--- config.mk ---
export PLATFORM = sky130hd
export DESIGN_NAME = dmem_io_responder_flat
export DESIGN_NICKNAME = d
export VERILOG_FILES = /design/src/rtl/dmem_io_responder_if.sv /design/src/rtl/dmem_io_responder.sv /design/src/flat_wrapper.sv
export SDC_FILE = /design/constraint.sdc
export NUM_CORES = 1
export LEC_CHECK = 0
export BUFFER_PORTS_ARGS = -buffer_cell sky130_fd_sc_hd__buf_2
export CAP_MARGIN = 5
export CORE_ASPECT_RATIO = 1.2
export CORE_MARGIN = 1
export CORE_UTILIZATION = 54
export CTS_BUF_LIST = sky130_fd_sc_hd__clkbuf_8
export DETAILED_ROUTE_END_ITERATION = 7
export GPL_ROUTABILITY_DRIVEN = 0
export PLACE_DENSITY = 0.68
export SYNTH_ARGS = -nofsm -noshare
export SYNTH_HDL_FRONTEND = slang
export SYNTH_SLANG_ARGS = --single-unit
--- constraint.sdc ---
create_clock -name clock -period 6.8 [get_ports clock]
set_clock_uncertainty 0.2 [all_clocks]
set_input_delay 1.36 -clock clock [delete_from_list [all_inputs] [get_ports clock]]
set_output_delay 1.36 -clock clock [all_outputs]
set_load 0.03 [all_outputs]
--- src/rtl/dmem_io_responder_if.sv ---
// Data-memory bus between the CPU MEM stage and the RAM/I-O responder.
// The CPU drives address, store data and strobe; the responder answers with zero-wait load data.
interface dmem_io_responder_if;
  logic [31:0] addr;
  logic [31:0] datain;
  logic        we;
  logic [31:0] dataout;

  modport master (output addr, output datain, output we, input dataout);
  modport slave  (input addr, input datain, input we, output dataout);
endinterface

--- src/rtl/dmem_io_responder.sv ---
// 32-word RAM plus memory-mapped switches, keys with falling-edge flags, LEDs and a down-counting timer.
// Loads are combinational from addr; stores take effect on the rising clock edge.
module dmem_io_responder (
  input  logic                 clock,
  input  logic                 resetn,
  dmem_io_responder_if.slave   bus,
  input  logic [9:0]           sw,
  input  logic [3:0]           key,
  output logic [9:0]           led,
  output logic                 irq
);

  logic [31:0] ram [0:31];

  logic [9:0]  sw_s1_q,    sw_s1_d;
  logic [9:0]  sw_s2_q,    sw_s2_d;
  logic [3:0]  key_s1_q,   key_s1_d;
  logic [3:0]  key_s2_q,   key_s2_d;
  logic [3:0]  key_prev_q, key_prev_d;
  logic [3:0]  key_edge_q, key_edge_d;
  logic [9:0]  led_q,      led_d;
  logic [1:0]  tctrl_q,    tctrl_d;
  logic [31:0] tload_q,    tload_d;
  logic [31:0] tcount_q,   tcount_d;
  logic        tstat_q,    tstat_d;

  logic        io_we;
  logic [4:0]  io_off;
  logic [3:0]  key_fall;
  logic [3:0]  edge_clr;
  logic        expire;
  logic [31:0] rd_data;

  assign io_we  = bus.we & bus.addr[7];
  assign io_off = bus.addr[6:2];

  // RAM has no reset so its contents survive resetn; stores are blocked while reset is held.
  always_ff @(posedge clock) begin
    if (resetn && bus.we && !bus.addr[7]) begin
      ram[bus.addr[6:2]] <= bus.datain;
    end
  end

  always_comb begin
    sw_s1_d    = sw;
    sw_s2_d    = sw_s1_q;
    key_s1_d   = key;
    key_s2_d   = key_s1_q;
    key_prev_d = key_s2_q;
    led_d      = led_q;
    tctrl_d    = tctrl_q;
    tload_d    = tload_q;
    tcount_d   = tcount_q;
    tstat_d    = tstat_q;
    edge_clr   = 4'b0000;

    key_fall = key_prev_q & ~key_s2_q;
    expire   = tctrl_q[0] && (tcount_q == 32'd0);

    if (tctrl_q[0]) begin
      if (tcount_q != 32'd0) begin
        tcount_d = tcount_q - 32'd1;
      end else if (tctrl_q[1]) begin
        tcount_d = tload_q;
      end else begin
        tctrl_d[0] = 1'b0;
      end
    end

    // Software stores are applied after the hardware timer update so TLOAD and TCTRL writes win.
    if (io_we) begin
      case (io_off)
        5'd2: edge_clr = bus.datain[3:0];
        5'd3: led_d    = bus.datain[9:0];
        5'd4: tctrl_d  = bus.datain[1:0];
        5'd5: begin
          tload_d  = bus.datain;
          tcount_d = bus.datain;
        end
        5'd7: if (bus.datain[0]) tstat_d = 1'b0;
        default: ;
      endcase
    end

    // Hardware set events beat same-cycle write-one-to-clear.
    if (expire) tstat_d = 1'b1;
    key_edge_d = (key_edge_q & ~edge_clr) | key_fall;
  end

  always_ff @(posedge clock or negedge resetn) begin
    if (!resetn) begin
      sw_s1_q    <= '0;
      sw_s2_q    <= '0;
      key_s1_q   <= '1;
      key_s2_q   <= '1;
      key_prev_q <= '1;
      key_edge_q <= '0;
      led_q      <= '0;
      tctrl_q    <= '0;
      tload_q    <= '0;
      tcount_q   <= '0;
      tstat_q    <= 1'b0;
    end else begin
      sw_s1_q    <= sw_s1_d;
      sw_s2_q    <= sw_s2_d;
      key_s1_q   <= key_s1_d;
      key_s2_q   <= key_s2_d;
      key_prev_q <= key_prev_d;
      key_edge_q <= key_edge_d;
      led_q      <= led_d;
      tctrl_q    <= tctrl_d;
      tload_q    <= tload_d;
      tcount_q   <= tcount_d;
      tstat_q    <= tstat_d;
    end
  end

  always_comb begin
    rd_data = 32'd0;
    if (!bus.addr[7]) begin
      rd_data = ram[bus.addr[6:2]];
    end else begin
      case (io_off)
        5'd0: rd_data = {22'd0, sw_s2_q};
        5'd1: rd_data = {28'd0, key_s2_q};
        5'd2: rd_data = {28'd0, key_edge_q};
        5'd3: rd_data = {22'd0, led_q};
        5'd4: rd_data = {30'd0, tctrl_q};
        5'd5: rd_data = tload_q;
        5'd6: rd_data = tcount_q;
        5'd7: rd_data = {31'd0, tstat_q};
        default: rd_data = 32'd0;
      endcase
    end
  end

  assign bus.dataout = rd_data;
  assign led         = led_q;
  assign irq         = tstat_q | (|key_edge_q);

endmodule

--- src/flat_wrapper.sv ---
// flat-port wrapper written by rule: the top's interface ports become plain ports
module dmem_io_responder_flat 
  (clock, resetn, sw, key, led, irq, bus_addr, bus_datain, bus_we, bus_dataout);
  dmem_io_responder_if bus_i ();
  input  logic clock;
  input  logic resetn;
  input  logic [9:0] sw;
  input  logic [3:0] key;
  output logic [9:0] led;
  output logic irq;
  input wire logic [$bits(bus_i.addr)-1:0] bus_addr;
  input wire logic [$bits(bus_i.datain)-1:0] bus_datain;
  input wire logic [$bits(bus_i.we)-1:0] bus_we;
  output wire logic [$bits(bus_i.dataout)-1:0] bus_dataout;
  assign bus_i.addr = bus_addr;
  assign bus_i.datain = bus_datain;
  assign bus_i.we = bus_we;
  assign bus_dataout = bus_i.dataout;
  dmem_io_responder u_core (.clock(clock), .resetn(resetn), .bus(bus_i), .sw(sw), .key(key), .led(led), .irq(irq));
endmodule
==> summary.md <==
In the routed layout, each cell is associated on average with a via count of 6.637. The number of synthesized register bits came out at 1137. Across the run, the number of max-cap violations was 0. The run finished with clean final reports. The Yosys step of the flow raised 0 warnings.

By area the synthesized netlist is led by edfxtp_1, mux4_2, dfrtp_1, a22oi_1, nand2_1. The fraction of layout instances using a drive strength above 1 works out to 0.2879. The logs give 0 for the number of endpoints failing setup at the final stage and 170 for the number of clock buffers inserted by TritonCTS. The cell area that synthesis handed to floorplanning was 0.04448 sq mm. The worst setup path is captured at an output pin. The run gives 0.7553 as the sequential element share of the synthesized area. The run gives 4.38 ns as the signal arrival time at the worst endpoint. The die covers 0.08352 sq mm. The minimum clock period was 5.942 ns; the quantity of gates resized following cts was 0. Dividing the synthesized area by the synthesized cell count gives 19.58 sq um. The async set-or-reset flop fraction in the synthesized netlist is 0.09938, and the routed wirelength normalized by instance count is 31.45 um. The overall die width was 264.0 um. For this block, the initial DRC count from the detailed router was 2965. The tools report the number of remaining DRC errors as 0. The clock drives 1137 sinks. Buffers inserted to repair hold after CTS numbered 0. The number of I/O port buffers works out to 97. The largest total area in the synthesized netlist belongs to edfxtp_1. The run gives 24880 as the via count of the first global-routing pass. Element type at the critical path start: an input pin. After floorplanning, the core was sized to cover 0.08102 sq mm. Setup repair after global routing left no endpoint under its margin.

The run gives 96 as the pin count of the biggest net entering global routing. The worst-case setup margin in the final layout is 0.8584 ns, and the final-layout setup total negative slack is 0 ns. In this run the worst path has a maximum fanout of 58. The tools report the starting utilization of the core area as 0.5490. For the worst supply voltage drop on vdd, the log shows 0.0001667 V. Class of the most critical setup path: input pin to output pin. During I/O placement, the number of pins put on the boundary was 124.

The routed design has 115800 um of wire. The logs give 0.1683 GHz for the maximum clock frequency and 0 for the post-CTS setup-driven buffer insertion count. The run gives 0 as the number of pins with negative max-slew slack in the final report.

The final critical-path share of the clock period was 0.8738; the number of hold violations in the final report was 0. At the pin with the least slew margin, the transition time is 1.058 ns. In this run the worst hold path is classified as flop to flop. Fill cells in the final layout number 5736. The tools report the number of nets with antenna violations after detailed routing as 0. STA puts the critical path data required time at 5.24 ns. The number of H-tree levels is 4.

The first TritonRoute pass finished after 6 iterations. The total overflow left after global routing is 0. The worst relative slew slack was 0.2923; the total routing resource utilization after global routing was 0.2822.

For the placed wire-length estimate, the log shows 65810 um. For this run, the post-layout net count is 2575. Summing over every cut layer, the via total after detailed routing is 24450.

From bottom edge to top edge, the die measures 316.4 um. The share of the synthesized area in the top cell type came out at 0.6913. By count the netlist is led by edfxtp_1, mux4_2, nand2_1. Initial antenna violation count: 3. The later pin in the worst-skew pair is clocked with a latency of 0.85 ns. From synthesis to final layout, the design area changed by 12.60%. The run gives 70 as the count of distinct cell types in the synthesized netlist. The clock root buffer is clkbuf_8.

Among all cell types in the netlist, the one instantiated most often is edfxtp_1. In this run the deepest clock path goes through 3 buffers. The dominant register cell in the synthesized netlist was edfxtp_1.

Timing analysis after detailed placement gives a worst setup slack of 0.8859 ns. Synthesis produced a netlist whose cell count is 2272. The power density relative to cell area was 286.0 mW/mm^2; the synthesized net count was 2355.

In this run, synthesis inferred 1024 flip-flops with an integrated enable. Leakage power: 0.01659 uW. TritonCTS built the clock tree. The first global-routing pass estimated 168100 um of wire.

The placement row count came out at 114. The clock-pin slew on the worst setup and hold paths came out at 0.06 ns.
state kept, by name, indices dropped and copies added (netlist names):
register	flops
u_core.key_prev_q	4
u_core.tload_q	32
u_core.tcount_q	32
u_core.tctrl_q	2
u_core.led	10
u_core.ram	1024
u_core.tstat_q	1
u_core.sw_s2_q	10
u_core.key_prev_d	4
u_core.key_s1_q	4
u_core.key_edge_q	4
u_core.sw_s1_q	10
cell usage in the layout (no fill, tap or decap), types with 13 or more instances in the layout:
cell type	Yosys	layout
a22oi_1	154	154
a21oi_1	73	73
nor3_1	24	20
o21ai_0	31	31
a211oi_1	36	36
buf_12	0	13
buf_4	2	81
mux4_2	261	261
nor2_1	60	31
clkinv_2	0	28
clkinv_1	0	43
nand2_1	160	160
nor2_4	1	30
buf_2	36	93
inv_1	10	50
edfxtp_1	1024	1024
clkbuf_8	4	181
nor4_1	13	13
dfrtp_1	101	101
worst max-delay path, stage by stage:
cell and delay [ns]:
buf_8 0.54, buf_4 0.40, mux4_2 0.53, a22oi_1 0.20
a21oi_1 0.13, a211oi_1 0.67, a21oi_1 0.22, buf_2 0.24
stage by stage:
| stage | util | cell area [sq um] | instances | hold WS, ns | total power (uW) |
|---|---|---|---|---|---|
| final | 0.6182 | 50080 | 3683 | 0.1541 | 14320 |
| after global routing | 0.6181 | 50080 | 3682 | 0.1641 | 14780 |
| after CTS | 0.6180 | 50070 | 3677 | 0.1562 | 14390 |
| after detailed placement | 0.5774 | 46780 | 3364 | 0.1378 | 9054 |
| after global placement | 0.5774 | 46780 | 3364 | 0.1422 | 9015 |
| after floorplan | - | 44480 | 2272 | 0.1312 | 8635 |
logic make-up after synthesis:
logic type,Yosys count,synth area share
xor gates and xnor gates,8,0.001575
adders and majority gates,2,0.0005625
buffers and inverters,151,0.01516
AOI/OAI and AO/OA,365,0.05584
muxes,278,0.1363
DFF,1137,0.7553
and+or+nand+nor,331,0.03531
report_power, final:
part | internal [uW] | switching (uW)
combinational | 375 | 641
sequential | 7750 | 160
clock | 2730 | 2670
total | 10900 | 3470
routing by layer:
| layer | track usage | vias up | share of wire | wire [um] |
|---|---|---|---|---|
| met2 | 0.4652 | 1393 | 0.50 | 58080 |
| met5 | 0 | - | 0 | 0 |
| li1 | - | 9918 | - | - |
| met4 | 0.1235 | 0 | 0.041 | 4765 |
| met3 | 0.05351 | 262 | 0.083 | 9639 |
| met1 | 0.3708 | 12870 | 0.37 | 43360 |
final timing paths:
path	slack, ns	cells past startpoint	startpoint	endpoint
max in group asynchronous	4.78	2	resetn	u_core.tcount_q[27]
max	0.86	8	bus_addr[2]	bus_dataout[20]
max reg2reg	3.40	6	u_core.tcount_q[7]	u_core.tcount_q[18]
min	0.15	0	u_core.key_s1_q[2]	u_core.key_prev_d[2]
min reg2reg	0.15	0	u_core.key_s1_q[2]	u_core.key_prev_d[2]
min in group asynchronous	0.33	1	resetn	u_core.led[6]
area by class of cell:
type | instances | area, sq um | share of cell area
antenna | 6 | 15.01 | 0.0002998
clock buffer | 181 | 2491 | 0.04974
clock inverter | 132 | 800.8 | 0.01599
inverter | 10 | 37.54 | 0.0007495
multi-input combinational | 984 | 10480 | 0.2092
sequential | 1137 | 33590 | 0.6707
tap | 1044 | 1306 | 0.02608
timing repair buffer | 189 | 1364 | 0.02723
(Power assumes the default switching activity.)
